===== src/rtl/snn_rom_pkg.sv =====
// rtl/snn_rom_pkg.sv - shared ROM geometry defaults and burst arbiter state encoding
package snn_rom_pkg;

  // Default geometry shared by the weight/threshold ROM instances and their arbiters.
  localparam int SNN_ROM_ADDR_WIDTH = 10;
  localparam int SNN_ROM_LEN_WIDTH  = 8;

  // Burst sequencer states.
  typedef enum logic [1:0] {
    IDLE  = 2'd0,
    BURST = 2'd1,
    LAST  = 2'd2
  } arb_state_e;

endpackage


===== src/rtl/rom_burst_arb_rr_pick.sv =====
// rtl/rom_burst_arb_rr_pick.sv - combinational winner select, round-robin or fixed priority with ROM_BURST_ARB_PRIO_EN
module rr_pick
  import snn_rom_pkg::*;
#(
  parameter int NUM_REQ = 2,
  parameter int IDX_W   = $clog2(NUM_REQ)
) (
  input  logic [NUM_REQ-1:0] req,
  input  logic [IDX_W-1:0]   last_granted,
  output logic [NUM_REQ-1:0] winner
);

`ifdef ROM_BURST_ARB_PRIO_EN

  // Fixed priority keeps no history, so the previous winner is not consulted.
  logic unused_last_granted;
  assign unused_last_granted = ^last_granted;

  // Lowest index wins: isolate the least-significant set request bit.
  always_comb begin
    winner = req & (~req + NUM_REQ'(1));
  end

`else

  logic [IDX_W-1:0] idx;
  logic             found;

  // Walk the ring starting just after the previous winner; the first pending requester wins.
  always_comb begin
    winner = '0;
    found  = 1'b0;
    idx    = '0;
    for (int k = 1; k <= NUM_REQ; k++) begin
      idx = IDX_W'((int'(last_granted) + k) % NUM_REQ);
      if (!found && req[idx]) begin
        winner[idx] = 1'b1;
        found       = 1'b1;
      end
    end
  end

`endif

endmodule


===== src/rtl/rom_burst_arb.sv =====
// rtl/rom_burst_arb.sv - shared ROM burst arbiter and address sequencer (ROM_BURST_ARB_PRIO_EN selects fixed priority)
module rom_burst_arb
  import snn_rom_pkg::*;
#(
  parameter int NUM_REQ    = 2,
  parameter int ADDR_WIDTH = SNN_ROM_ADDR_WIDTH,
  parameter int LEN_WIDTH  = SNN_ROM_LEN_WIDTH
) (
  input  logic                            clk,
  input  logic                            rst_n,
  input  logic [NUM_REQ-1:0]              req,
  input  logic [NUM_REQ*ADDR_WIDTH-1:0]   base_addr,
  input  logic [NUM_REQ*LEN_WIDTH-1:0]    len_m1,
  output logic [NUM_REQ-1:0]              gnt,
  output logic [ADDR_WIDTH-1:0]           rom_addr,
  output logic                            rd_valid,
  output logic                            rd_last,
  output logic [NUM_REQ-1:0]              done
);

  localparam int IDX_W = $clog2(NUM_REQ);

  arb_state_e             state_q, state_d;
  logic [NUM_REQ-1:0]     gnt_q, gnt_d;
  logic [ADDR_WIDTH-1:0]  rom_addr_q, rom_addr_d;
  logic [LEN_WIDTH-1:0]   remaining_q, remaining_d;
  logic                   rd_valid_q, rd_valid_d;
  logic                   rd_last_q, rd_last_d;
  logic [NUM_REQ-1:0]     done_q, done_d;

  logic [NUM_REQ-1:0]     winner;
  logic [ADDR_WIDTH-1:0]  win_base;
  logic [LEN_WIDTH-1:0]   win_len;
  logic [IDX_W-1:0]       last_gnt;

  rr_pick #(
    .NUM_REQ (NUM_REQ),
    .IDX_W   (IDX_W)
  ) u_rr_pick (
    .req          (req),
    .last_granted (last_gnt),
    .winner       (winner)
  );

`ifdef ROM_BURST_ARB_PRIO_EN

  assign last_gnt = '0;

`else

  logic [IDX_W-1:0] last_gnt_q, last_gnt_d;
  logic [IDX_W-1:0] gnt_idx;

  // Encode the held grant and advance the pointer past it as the burst retires.
  always_comb begin
    gnt_idx = '0;
    for (int i = 0; i < NUM_REQ; i++) begin
      if (gnt_q[i]) begin
        gnt_idx = IDX_W'(i);
      end
    end
    last_gnt_d = (state_q == LAST) ? gnt_idx : last_gnt_q;
  end

  // Pointer resets to the top index so requester 0 is searched first.
  always_ff @(posedge clk or negedge rst_n) begin
    if (!rst_n) begin
      last_gnt_q <= IDX_W'(NUM_REQ - 1);
    end else begin
      last_gnt_q <= last_gnt_d;
    end
  end

  assign last_gnt = last_gnt_q;

`endif

  // Route the winner's start address and length to the grant edge.
  always_comb begin
    win_base = '0;
    win_len  = '0;
    for (int i = 0; i < NUM_REQ; i++) begin
      if (winner[i]) begin
        win_base = base_addr[i*ADDR_WIDTH +: ADDR_WIDTH];
        win_len  = len_m1[i*LEN_WIDTH +: LEN_WIDTH];
      end
    end
  end

  // Burst sequencing: grant in IDLE, step the address through BURST, release after LAST.
  always_comb begin
    state_d     = state_q;
    gnt_d       = gnt_q;
    rom_addr_d  = rom_addr_q;
    remaining_d = remaining_q;
    case (state_q)
      IDLE: begin
        if (|req) begin
          gnt_d       = winner;
          rom_addr_d  = win_base;
          remaining_d = win_len;
          state_d     = BURST;
        end
      end
      BURST: begin
        if (remaining_q != '0) begin
          rom_addr_d  = rom_addr_q + 1'b1;
          remaining_d = remaining_q - 1'b1;
        end else begin
          state_d = LAST;
        end
      end
      LAST: begin
        gnt_d   = '0;
        state_d = IDLE;
      end
      default: begin
        gnt_d   = '0;
        state_d = IDLE;
      end
    endcase
    // The ROM registers the address, so its q trails the BURST cycle by one clock.
    rd_valid_d = (state_q == BURST);
    rd_last_d  = (state_q == BURST) && (remaining_q == '0);
    done_d     = rd_last_d ? gnt_q : '0;
  end

  // Sequencer state and all registered outputs; reset abandons any burst in flight.
  always_ff @(posedge clk or negedge rst_n) begin
    if (!rst_n) begin
      state_q     <= IDLE;
      gnt_q       <= '0;
      rom_addr_q  <= '0;
      remaining_q <= '0;
      rd_valid_q  <= 1'b0;
      rd_last_q   <= 1'b0;
      done_q      <= '0;
    end else begin
      state_q     <= state_d;
      gnt_q       <= gnt_d;
      rom_addr_q  <= rom_addr_d;
      remaining_q <= remaining_d;
      rd_valid_q  <= rd_valid_d;
      rd_last_q   <= rd_last_d;
      done_q      <= done_d;
    end
  end

  assign gnt      = gnt_q;
  assign rom_addr = rom_addr_q;
  assign rd_valid = rd_valid_q;
  assign rd_last  = rd_last_q;
  assign done     = done_q;

endmodule


===== config.mk =====
export PLATFORM = sky130hd
export DESIGN_NAME = rom_burst_arb
export DESIGN_NICKNAME = d
export VERILOG_FILES = /design/src/rtl/snn_rom_pkg.sv /design/src/rtl/rom_burst_arb_rr_pick.sv /design/src/rtl/rom_burst_arb.sv
export SDC_FILE = /design/constraint.sdc
export NUM_CORES = 1
export LEC_CHECK = 0
export BUFFER_PORTS_ARGS = -buffer_cell sky130_fd_sc_hd__buf_2
export CAP_MARGIN = 20
export CORE_ASPECT_RATIO = 1.1
export CORE_MARGIN = 8
export CORE_UTILIZATION = 51
export CTS_BUF_LIST = sky130_fd_sc_hd__clkbuf_8
export CTS_CLUSTER_DIAMETER = 50
export DETAILED_ROUTE_END_ITERATION = 10
export PLACE_DENSITY_LB_ADDON = 0.05
export SETUP_SLACK_MARGIN = 0.05
export SLEW_MARGIN = 20
export SYNTH_ARGS = -nofsm -noshare
export SYNTH_HDL_FRONTEND = slang
export SYNTH_HIERARCHICAL = 1
export SYNTH_SLANG_ARGS = --single-unit

===== constraint.sdc =====
create_clock -name clk -period 2.05 [get_ports clk]
set_input_delay 0 -clock clk [delete_from_list [all_inputs] [get_ports clk]]
set_output_delay 0 -clock clk [all_outputs]
set_load 0.05 [all_outputs]

## Yosys cells after proc, flatten, opt, wreduce, memory -nomap -nowiden

Index checks and enable logic that the tools add are counted.

- Register bits: 27
- Input bits: 40
- Word-level logic and storage cells: 64

- Reduce and logical (&&, ||, !) cells: 13
- Bitwise gates (word level): 2
- Multiplexer cells: 28
- Magnitude comparators: 4
- $add $sub $neg: 4
- Equality and inequality tests: 5

Operators by type and width:

| cell | count |
|---|---|
| $mux 10 | 4 |
| $mux 8 | 4 |
| $pmux 10 s2 | 1 |
| $pmux 8 s2 | 1 |
| $mux 2 | 6 |
| $add 10x1->10 const B | 1 |
| $logic_not 8->1 | 1 |
| $mux 1 | 8 |
| $pmux 2 s2 | 2 |
| $reduce_bool 8->1 | 1 |
| $sub 8x1->8 const B | 1 |
| $logic_and 1x1->1 | 4 |
| $lt 1x2->1 const B | 2 |
| $ne 2x2->1 const B | 2 |
| $reduce_and 2->1 | 2 |
| $reduce_and 3->1 | 1 |
| $add 1x1->1 const B | 2 |
| $demux 1 s1 | 2 |
| $eq 2x1->1 const B | 1 |
| $eq 2x2->1 const B | 1 |
| $ge 1x1->1 const B | 2 |
| $logic_not 2->1 | 1 |
| $ne 2x1->1 const B | 1 |
| $or 2x2->2 | 1 |
| other kinds (4) | 4 |

## Longest topological paths before layout

- Depth in word-level cells: 12
- Gate-level depth with buffers: 8
- Mapped depth without buffers: 7

## Hierarchy

Netlist, hierarchy kept.

By module, submodules not included:

| module | times used | cells an instance | area each (um^2) |
|---|---|---|---|
| rom_burst_arb | 1 | 167 | 1577.8 |
| rr_pick | 1 | 3 | 18.8 |

## Worst setup path after synthesis

OpenSTA, ideal clock, no wires.

- Path kind: register -> register
- Start: reg remaining_q[0]
- End: reg remaining_q[0]
- Setup slack: 0.263 ns
- Data required time: 1.926 ns
- Arrival: 1.663 ns
- Path buffers: 2
- Clock period less this slack: 1.787 ns
- Setup time: 0.124 ns
- Stages on the path, launching flop included: 8
- Path through: dfrtp_1 > inv_1 > ha_1 > nor4b_2 > a311o_1 > buf_6 > buf_6 > a211o_1

- Cells in the longest elaborated chain, start to end: 3
- Elaborated cells between the ends (all ways): 6
- Those cells by class: add/sub (1); eq/ne (1); mux (2); reduce/logical (2)

Ends and longest elaborated chain:

| what | RTL line | RTL |
|---|---|---|
| start, declared | rom_burst_arb.sv:26 | `logic [LEN_WIDTH-1:0] remaining_q, remaining_d;` |
| start signal, assigned | rom_burst_arb.sv:142 | `remaining_q <= remaining_d;` |
| $sub 8x1->8 or $reduce_bool 8->1 (tied branches) | rom_burst_arb.sv:108, rom_burst_arb.sv:106 |  |
| $mux 8 or $ne 2x1->1 (tied branches) | - |  |
| $pmux 8 s2 or $reduce_and 3->1 (tied branches) | - |  |

Parallel ways exist; a longest one is shown, timed or not. The select of a mux whose other input is x is not followed.
A chain may end at the register's enable or synchronous reset.

## Worst setup path in the final report

- Start: reg remaining_q[1]
- End: reg rom_addr_q[0], in the netlist rom_addr[0]

- Cells in the longest elaborated chain, start to end: 3

Ends and longest elaborated chain:

| what | RTL line | RTL |
|---|---|---|
| $reduce_bool 8->1 | rom_burst_arb.sv:106 | `if (remaining_q != '0) begin` |
| $ne 2x1->1 (no line) | - |  |
| $reduce_and 3->1 (no line) | - |  |
| end signal, assigned | rom_burst_arb.sv:141 | `rom_addr_q <= rom_addr_d;` |
| end, declared | rom_burst_arb.sv:25 | `logic [ADDR_WIDTH-1:0] rom_addr_q, rom_addr_d;` |

No other way between the ends.

==> results_dict.tcl <==
set metrics [dict create \
    cts_tree "built" \
    required_ns 2.21 \
    reg2regPathDepth 7 \
    syn-num-nets 212 \
    post_cts_buffers 0 \
    layout_commonest_cell "buf_2" \
    synth_top_area_share_pct 40.75 \
    crit_path_start_kind "flop" \
    synth-seq-cells 27 \
    fmax_ghz 0.5334 \
    drt-total-wl_mm 4.145 \
    clockBufferDepth 2 \
    max_slew_margin_pct 59.09 \
    path_max_fanout 35 \
    worst-path-buf-inv 2 \
    finalSetupViolations 0 \
    hold_class "in -> reg" \
    grt-ovfl-total 0 \
    dpl.hpwl_mm 3.099 \
    power_density_nw_per_um2 1344 \
    die-area_um2 5179 \
    vias 1519 \
    status "finished, final reports clean" \
    worstReg2RegStart "remaining_q[1]" \
    worst-setup-path-type "reg -> reg" \
    yosysWarnings 6 \
    antenna_found_initial 0 \
    yosysTopAreaCell "dfrtp_1" \
    synth_cells 170 \
    crit_path_end_kind "flop" \
    numPortBuffers 55 \
    drc_errors 0 \
    p_leak_nw 0.9076 \
    die_w_um 69.35 \
    wl_per_cell_um 16.25 \
    cap_viol_max_count 0 \
    num_antenna_cells 0 \
    crit_chain "inv_1 -> ha_1 -> nor4b_2 -> a311o_1 -> buf_12 -> nor3_1 -> a211o_1" \
    min_period_ns 1.875 \
    core_um2 3022 \
    fill_cells 259 \
    finClkSkew_ns 0.007861 \
    worst_pin_slew_ns 0.6136 \
    grt_max_degree 36 \
    grt_pass1_wl_mm 7.044 \
    ys_top_cells_by_area "dfrtp_1 41%, a221oi_1 6.0%, o22a_1 4.9%" \
    ys_types 41 \
    critPathSlowestCell "dfrtp_1" \
    ant_nets 0 \
    avgSynthCellArea_um2 9.391 \
    cts_buffers 3 \
    cts-root-buf "clkbuf_8" \
    clock-sinks 27 \
    rows 21 \
    ir_drop_mv 1.116 \
    final.period_utilization_pct 91.46 \
    place.gp.congestion 0.8077 \
    yosysSeqAreaShare_pct 42.40 \
    drt_first_iter_violations 137 \
    dr.pass1.iters 4 \
    slowest_delay_ns 0.40 \
    hold_viol_final 0 \
    cts_hold_buffers 1 \
    dieHeight_um 74.68 \
    grt.total_usage_pct 16.01 \
    syn-cell-area_um2 1597 \
    ios 56 \
    arrival_ns 2.03 \
    critical_path_cell_count 7 \
    hold_depth 4 \
    maxSlewViolCount 0 \
    fin_nets 264 \
    rsz0062_at_grt "no" \
    layout_common_cells "55 x buf_2, 26 x dfrtp_1, 15 x nor2_1" \
    place_inst 250 \
    htreeDepth 1 \
    vias_per_cell 5.957 \
    clkTransAtPathRegs_ns 0.09 \
    clock_latency_ns 0.27 \
    area_growth_pct 21.24 \
    start_util_pct 52.84 \
    min_from "base_addr[0]" \
    drive_above_1_share_pct 32.58 \
    cts.repair.resized 0 \
    cpLargestDelayFamily "compound AO/OA/AOI/OAI gates" \
    totalNegativeSetupSlack_ns 0 \
    stdcell_count 255 \
    critPathLaunch "remaining_q[1]" \
    grt_pass1_vias 1567 \
]
[area by class of cell]
| class | count | area [um^2] | area share, % |
|---|---|---|---|
| clock buffer | 3 | 41.29 | 2.133 |
| timing repair buffer | 63 | 350.3 | 18.10 |
| sequential | 27 | 676.9 | 34.97 |
| multi-input combinational | 121 | 794.5 | 41.05 |
| clock inverter | 1 | 7.507 | 0.3878 |
| inverter | 6 | 22.52 | 1.164 |
| tap | 34 | 42.54 | 2.198 |
[routing by layer]
metal / vias up / wire [um] / track usage [%]
li1: 750 / - / -
met1: 722 / 1832 / 17.86
met2: 43 / 2091 / 29.61
met3: 4 / 189 / 3.426
met4: 0 / 31 / 5.923
met5: - / 0 / 0
[power by group]
group          switching, W  internal [W]  total, W
Clock              0.000167      0.000138  0.000305
Sequential         0.000236      0.000744  0.000980
Combinational      0.000850      0.000467   0.00132
[registers in the layout, indices dropped and copies added, names as in the netlist]
signal,cells
done,2
gnt,2
last_gnt,1
rd_last,1
rd_valid,1
remaining_q,8
rom_addr,10
state_q,2
[kinds of logic after synthesis]
logic type	share of synthesized area, %
flip-flops	42.40
buffers and inverters	7.836
adder cells (fa/ha/maj)	1.567
AND/OR/NAND/NOR	15.05
AO/OA/AOI/OAI	31.19
multiplexers	1.959
[worst min-delay path, cell delays in order]
cell and delay [ns]:
buf_2 0.07, a22oi_1 0.06, nor3_1 0.13, a211o_1 0.11
[per-stage QoR]
stage          worst slack (ns)  power, W  instance area (um^2)  hold slack, ns  utilization [%]
6_report                 0.1751  0.002602                  1936          0.1363            64.06
2_1_floorplan            0.2635  0.001977                  1597         -0.2956                -
3_3_place_gp             0.2539  0.002269                  1877         0.03583            62.11
3_5_place_dp             0.1877  0.002303                  1877         0.04966            62.11
5_1_grt                 0.07462  0.002768                  1936          0.1475            64.06
4_1_cts                  0.1778  0.002616                  1936          0.1222            64.06
[final timing paths]
path	to	slack, ns
worst max-delay path	rom_addr[0]	0.18
worst min-delay path	rom_addr[0]	0.14
worst max register to register	rom_addr[0]	0.18
worst min register to register	done[0]	0.52
max in group asynchronous	rom_addr[5]	1.38
min in group asynchronous	state_q[0]	0.27
[cells in the mapped netlist]
cell type / count
or3_1: 1
inv_2: 2
nand2b_1: 2
nand3_1: 5
o21a_1: 1
buf_2: 4
a211o_1: 3
nand2_1: 6
o22ai_1: 1
nor2b_1: 1
a21boi_1: 1
a21oi_1: 11
dfstp_2: 1
inv_1: 4
and2_1: 4
a221oi_1: 11
ha_1: 2
buf_6: 3
a21boi_0: 1
and3_1: 4
nand4_1: 1
nor4b_2: 1
mux2_2: 1
o22a_1: 9
clkbuf_1: 6
a22oi_1: 3
o21ai_2: 1
dfrtp_1: 26
o21bai_1: 1
a41oi_1: 3
nor3_1: 8
buf_1: 1
mux2i_1: 2
a311o_1: 1
a2bb2oi_1: 3
buf_4: 1
buf_8: 1
o21ai_0: 10
nor2_1: 15
a31oi_1: 5
a221o_1: 3
Note: power is estimated with default switching activity, not from simulation.
